[config.mk]
export PLATFORM = sky130hd
export DESIGN_NAME = pearl_pipe
export DESIGN_NICKNAME = d
export VERILOG_FILES = /design/src/rtl/pearl_pipe.sv
export SDC_FILE = /design/constraint.sdc
export NUM_CORES = 1
export LEC_CHECK = 0
export BUFFER_PORTS_ARGS = -buffer_cell sky130_fd_sc_hd__buf_4
export CAP_MARGIN = 10
export CORE_MARGIN = 2
export CORE_UTILIZATION = 54
export CTS_BUF_LIST = sky130_fd_sc_hd__clkbuf_16
export DETAILED_ROUTE_END_ITERATION = 7
export GPL_ROUTABILITY_DRIVEN = 0
export PLACE_DENSITY = 0.8
export REMOVE_ABC_BUFFERS = 1
export SLEW_MARGIN = 40
export SYNTH_ARGS = -nofsm -noshare
export SYNTH_HDL_FRONTEND = slang
export SYNTH_SLANG_ARGS = --single-unit
[constraint.sdc]
create_clock -name clk -period 2.35 [get_ports clk]
set_input_delay 0.47 -clock clk [delete_from_list [all_inputs] [get_ports clk]]
set_output_delay 0.47 -clock clk [all_outputs]
set_load 0.01 [all_outputs]
[src/rtl/pearl_pipe.sv]
// pearl_pipe: elastic NCHAN-way bitwise reduction carried through STAGES valid/ready registers.
// Define PEARL_PIPE_STATS_EN to add the saturating o_stall_cycles counter port.
module pearl_pipe #(
  parameter int DWIDTH = 16,
  parameter int NCHAN  = 2,
  parameter int STAGES = 2
) (
  input  logic                        clk,
  input  logic                        reset,
  input  logic                        clk_ena,
  input  logic                        i_valid,
  output logic                        o_ready,
  input  logic [NCHAN*DWIDTH-1:0]     i_data,
  input  logic [1:0]                  i_mode,
  output logic                        o_valid,
  input  logic                        i_ready,
  output logic [DWIDTH-1:0]           o_data,
`ifdef PEARL_PIPE_STATS_EN
  output logic [15:0]                 o_stall_cycles,
`endif
  output logic [$clog2(STAGES+1)-1:0] o_occupancy
);

  localparam int OW = $clog2(STAGES+1);

  localparam logic [1:0] MODE_AND = 2'b00;
  localparam logic [1:0] MODE_OR  = 2'b01;
  localparam logic [1:0] MODE_XOR = 2'b10;

  logic [DWIDTH-1:0] red_and;
  logic [DWIDTH-1:0] red_or;
  logic [DWIDTH-1:0] red_xor;
  logic [DWIDTH-1:0] red_data;

  always_comb begin
    red_and = i_data[DWIDTH-1:0];
    red_or  = i_data[DWIDTH-1:0];
    red_xor = i_data[DWIDTH-1:0];
    for (int c = 1; c < NCHAN; c++) begin
      red_and = red_and & i_data[c*DWIDTH +: DWIDTH];
      red_or  = red_or  | i_data[c*DWIDTH +: DWIDTH];
      red_xor = red_xor ^ i_data[c*DWIDTH +: DWIDTH];
    end
    red_data = i_data[DWIDTH-1:0];
    case (i_mode)
      MODE_AND: red_data = red_and;
      MODE_OR:  red_data = red_or;
      MODE_XOR: red_data = red_xor;
      default:  red_data = i_data[DWIDTH-1:0];
    endcase
  end

  logic [STAGES-1:0] v_q;
  logic [STAGES-1:0] up_v;
  logic [STAGES-1:0] rdy;
  logic [DWIDTH-1:0] data_q [STAGES];
  logic [DWIDTH-1:0] up_d   [STAGES];

  // A stage is ready if the sink is ready or any stage from here to the tail
  // holds a bubble; the flattened form avoids a combinational ripple loop.
  for (genvar k = 0; k < STAGES; k++) begin : g_stage
    assign rdy[k] = i_ready || !(&v_q[STAGES-1:k]);
    if (k == 0) begin : g_head
      assign up_v[k] = i_valid;
      assign up_d[k] = red_data;
    end else begin : g_body
      assign up_v[k] = v_q[k-1];
      assign up_d[k] = data_q[k-1];
    end
  end

  always_ff @(posedge clk or posedge reset) begin
    if (reset) begin
      v_q <= '0;
      for (int k = 0; k < STAGES; k++) begin
        data_q[k] <= '0;
      end
    end else if (clk_ena) begin
      for (int k = 0; k < STAGES; k++) begin
        if (rdy[k]) begin
          v_q[k] <= up_v[k];
          if (up_v[k]) begin
            data_q[k] <= up_d[k];
          end
        end
      end
    end
  end

  logic accept;
  logic pop;

  assign o_ready = clk_ena && rdy[0];
  assign o_valid = clk_ena && v_q[STAGES-1];
  assign o_data  = data_q[STAGES-1];
  assign accept  = i_valid && o_ready;
  assign pop     = o_valid && i_ready;

  logic [OW-1:0] occ_q;

  always_ff @(posedge clk or posedge reset) begin
    if (reset) begin
      occ_q <= '0;
    end else if (accept && !pop) begin
      occ_q <= occ_q + OW'(1);
    end else if (pop && !accept) begin
      occ_q <= occ_q - OW'(1);
    end
  end

  assign o_occupancy = occ_q;

`ifdef PEARL_PIPE_STATS_EN
  logic [15:0] stall_q;

  always_ff @(posedge clk or posedge reset) begin
    if (reset) begin
      stall_q <= '0;
    end else if (o_valid && !i_ready && (stall_q != 16'hFFFF)) begin
      stall_q <= stall_q + 16'd1;
    end
  end

  assign o_stall_cycles = stall_q;
`endif

endmodule

== Word level (Yosys, flattened, before mapping) ==
Cells that the tools add are included.

* Register bits after elaboration: 36
* Input port bits: 39
* Output and inout bits: 20
* Word-level logic and storage cells: 34

* Add/subtract/negate cells: 2
* Equality and inequality tests: 2
* Multiplexer cells: 3
* Bitwise gates (word level): 3
* Reductions and logical operators: 19

{| class="wikitable"
|+ Operators with widths
! operator !! number
|-
| $pmux 16 s3 || 1
|-
| $and 16x16->16 || 1
|-
| $or 16x16->16 || 1
|-
| $xor 16x16->16 || 1
|-
| $logic_and 1x1->1 || 6
|-
| $reduce_and 2->1 || 3
|-
| $reduce_and 3->1 || 2
|-
| $logic_not 1->1 || 4
|-
| $mux 2 || 2
|-
| $add 2x1->2 const B || 1
|-
| $eq 2x1->1 const B || 1
|-
| $eq 2x2->1 const B || 1
|-
| $logic_not 2->1 || 1
|-
| $logic_or 1x1->1 || 2
|-
| $reduce_bool 2->1 || 1
|-
| $sub 2x1->2 const B || 1
|}

== Longest topological paths before layout ==
* Word-level depth: 9
* Gate-level depth with buffers: 7
* Gate-level depth less buffers: 6

== Worst setup path after synthesis ==
OpenSTA, ideal clock, no wires.

* Kind: input -> register
* Start: in i_mode[0]
* End: reg data_q[16] (netlist name)
* Data arrival time: 1549 ps
* Slack: 676 ps
* Stages on the path: 4
* Path buffers: 2
* Path through: buf_2 clkbuf_1 mux4_2 mux2_4

* Cells in the longest elaborated chain, start to end: 2
* Elaborated cells between the ends (all ways): 4

{| class="wikitable"
|+ Ends and longest elaborated chain
! element !! RTL line !! text
|-
| from (decl) || 14 || <nowiki>input logic [1:0] i_mode,</nowiki>
|-
| $eq 2x2->1, or another cell as far along || 45 || <nowiki>case (i_mode)</nowiki>
|-
| $pmux 16 s3 * || 45 ||
|-
| to (signal, indexed assignment) || 83 || <nowiki>data_q[k] <= up_d[k];</nowiki>
|-
| to (decl) || 56 || <nowiki>logic [DWIDTH-1:0] data_q [STAGES];</nowiki>
|}

Mark *: on every way between the ends. The rest lies on a longest branch, timed or not.
A chain may end at the register's enable or synchronous reset.

== Worst setup path in the final report ==
* Start: reg v_q[1]
* End: out o_ready

* Cells in the longest elaborated chain, start to end: 4

{| class="wikitable"
|+ Ends and longest elaborated chain
! element !! RTL line !! text
|-
| from (decl) || 53 || <nowiki>logic [STAGES-1:0] v_q;</nowiki>
|-
| from (signal, indexed assignment) || 81 || <nowiki>v_q[k] <= up_v[k];</nowiki>
|-
| $reduce_and 2->1 || 62 || <nowiki>assign rdy[k] = i_ready || !(&v_q[STAGES-1:k]);</nowiki>
|-
| $logic_not 1->1 || 62 ||
|-
| $logic_or 1x1->1 || 62 ||
|-
| $logic_and 1x1->1 || 93 || <nowiki>assign o_ready = clk_ena && rdy[0];</nowiki>
|-
| to (decl) || 12 || <nowiki>output logic o_ready,</nowiki>
|}

Every way passes these cells.

==> summary.md <==
| Metric | Value |
|---|---|
| Setup TNS | `0 ps` |
| Worst setup EP type | `output port` |
| GRT Util Overall | `between 10% and 20%` |
| Initial core utilization | `around 55%` |
| Flop and latch count out of synthesis | `36` |
| Main synth FF type | `dfrtp_1` |
| DR vias | `approximately 1600` |
| Rows | `25` |
| Number of global-route vias before repair | `between 1500 and 2000` |
| Clock sinks | `36` |
| Final Skew | `3.77 ps` |
| Cts repair resizes | `0` |
| Mean Syn Cell Area | `between 10 and 15 µm²` |
| Hpwl dp | `~3000 µm` |
| Yosys warns | `0` |
| Average wire per cell in the routed design | `roughly 13 µm` |
| FFs w/ async S/R, synth | `100%` |
| CTS tree | `built` |
| DRT iter0 DRCs | `74` |
| Final setup fails | `0` |
| Core area | `approximately 4600 µm²` |
| PwrDens | `780 nW/µm²` |
| Crit start category | `register` |
| Crit path arrival time | `roughly 1200 ps` |
| Hold Fails Final Rpt | `0` |
| Drt pass-1 iters | `4` |
| Post-CTS Hold Fix Bufs | `0` |
| Fin crit share | `68.8%` |
| Die Width | `approximately 73 µm` |
| DR WL met2 | `between 2000 and 2500 µm` |
| Clock H-tree levels | `2` |
| Syn Std Cell Area | `around 2600 µm²` |
| Input/output buffers | `just under 60` |
| Cell variety after synth | `23` |
| Placed cell count | `around 300` |
| Layout cells sized above 1 | `42.5%` |
| Fillers | `approximately 370` |
| Max Freq | `roughly 0.6 GHz` |
| Crit path buffers/inverters | `1` |
| Area leader, netlist | `dfrtp_1` |
| Worst hold path type | `input port to asynchronous set/reset pin` |
| Fin cells | `between 300 and 400` |
| Static leakage | `1.60 nW` |
| Synth area leaders | `dfrtp_1 35%, ha_1 16%, mux2_2 12%, mux4_1 11%, inv_1 7.3%` |
| Detail Route Antenna Nets | `0` |
| Num CTS Buffers | `5` |
| Max VDD drop | `0.000365 V` |
| Unrepaired setup endpoints after global routing | `false` |
| Slowest CP cell | `dfrtp_1` |
| Top-count cell post-synth | `inv_1` |
| Worst Path Required | `1880 ps` |
| Final net count | `~320` |
| M1 WL | `around 1600 µm` |
| Synth cell count leaders | `50 x inv_1, 36 x dfrtp_1, 33 x ha_1` |
| Synth top area share | `a little over a third` |
| Clock latency on the worst-skew pair | `between 200 and 300 ps` |
| Status | `completed` |
| Grt ovf | `0` |
| Initial antenna violation count | `0` |
| Drt drc | `0` |
| Final core utilization | `between 60% and 70%` |
| # Post-CTS Setup Buffers | `0` |
| Sequential share of the synthesized area | `a little over a third` |
| Post-Route WL | `approximately 4000 µm` |
| First-pass GRT wire length | `roughly 6800 µm` |
| Crit path largest cell delay | `between 300 and 400 ps` |
| CP Cell Sequence | `nor2b_2 > a21oi_1 > buf_4` |
| Met3 Routed Length | `roughly 170 µm` |
| Top-Level Pins | `59` |
| Root buf cell | `clkbuf_16` |
| Die Footprint | `approximately 5300 µm²` |
| Gate Count Post-Synth | `205` |
| Tmin final | `approximately 1600 ps` |
| Max Root-Sink Buffers | `2` |
| CTS clk-pin slew, worst paths | `approximately 50 ps` |
| Slew margin rel. | `between 60% and 70%` |
| Post-synth EDFFs | `0` |
| Antenna Cells | `0` |
| Largest net degree at the start of global routing | `37` |
| Delay-heaviest family, CP | `flip-flops` |
| Crit-path max FO | `4` |
| Slew Limit Fails | `0` |
| Chip Height | `between 70 and 80 µm` |
| Worst-Margin Slew | `between 500 and 600 ps` |
| Via-to-Cell Ratio | `5.14` |
| Worst hold margin | `301 ps` |
| Area Overhead vs Synth | `19.2%` |
| CP Class | `register to output port` |
| Uppermost routed layer | `met4` |
| Max cap viols | `0` |
## worst register-to-register path: cells and delay by family (launching register included)
| family | cells | cell delay, ps |
|---|---|---|
| AND/OR/NAND/NOR | 2 | 620 |
| multiplexers | 1 | 400 |
| flip-flops | 1 | 380 |
## metal layers
layer,global-route usage [%],up-vias
met4,4.94,0
met2,30.7,34
met3,3.45,5
met1,19.5,781
li1,-,754
met5,0,-
## cells by family after synthesis
family | Yosys count | share of synthesized area (%)
muxes | 48 | 30.5
adders and majority gates | 33 | 16.1
AOI/OAI and AO/OA | 4 | 1.08
and+or+nand+nor | 9 | 1.71
xor gates and xnor gates | 3 | 1.03
buffers and inverters | 72 | 14.3
DFF | 36 | 35.2
## per-stage QoR
stage               power, mW  setup slack (ps)  area, µm²
finish                   2.38               732       3050
global route             2.54               648       3050
CTS                      2.42               533       3050
detailed placement       1.80               463       2910
global placement         1.76               495       2910
floorplan                1.39               484       2380
## cells in the final DEF (no fill, tap or decap)
cell and n:
nor2_4 1, a21oi_2 1, clkbuf_16 5, o21ai_0 1, nand2_1 5, xnor2_1 1
a22o_1 1, inv_1 51, ha_1 33, buf_4 61, nor2_1 1, and2_1 1
xor2_1 2, mux4_2 5, clkinv_1 1, a21oi_1 1, mux2_4 5, mux4_1 11
mux2_2 27, nor2b_2 1, dfrtp_1 36, clkinvlp_4 1
## cell type report
type	instances	area (µm²)	area share [%]
well taps	54	67.6	2.21
flip-flops and latches	36	901	29.5
repair buffers	61	458	15.0
clock buffers	5	125	4.10
inverters	50	188	6.15
multi-input cells	97	1300	42.5
clock inverters	3	15.0	0.492
## final timing paths
check,startpoint,end,slack [ps],cells after the start
max in group asynchronous,reset,data_q[24],1730,3
min reg2reg,o_occupancy[1],o_occupancy[1],470,1
max,v_q[1],o_ready,730,3
min in group clk,i_valid,v_q[0],450,3
min,reset,data_q[25],300,3
max reg2reg,v_q[1],o_data[5],830,3
## power breakdown
part           internal (mW)  switching [mW]  total [mW]
registers              0.851           0.125       0.976
clock network          0.384           0.223       0.607
logic                  0.494           0.304       0.797
total                   1.73           0.652        2.38
## registers in the layout, summed over array words and instances, names as in the netlist
signal       flops
o_data          16
v_q              2
o_occupancy      2
data_q          16
Note: power is estimated with default switching activity, not from simulation.
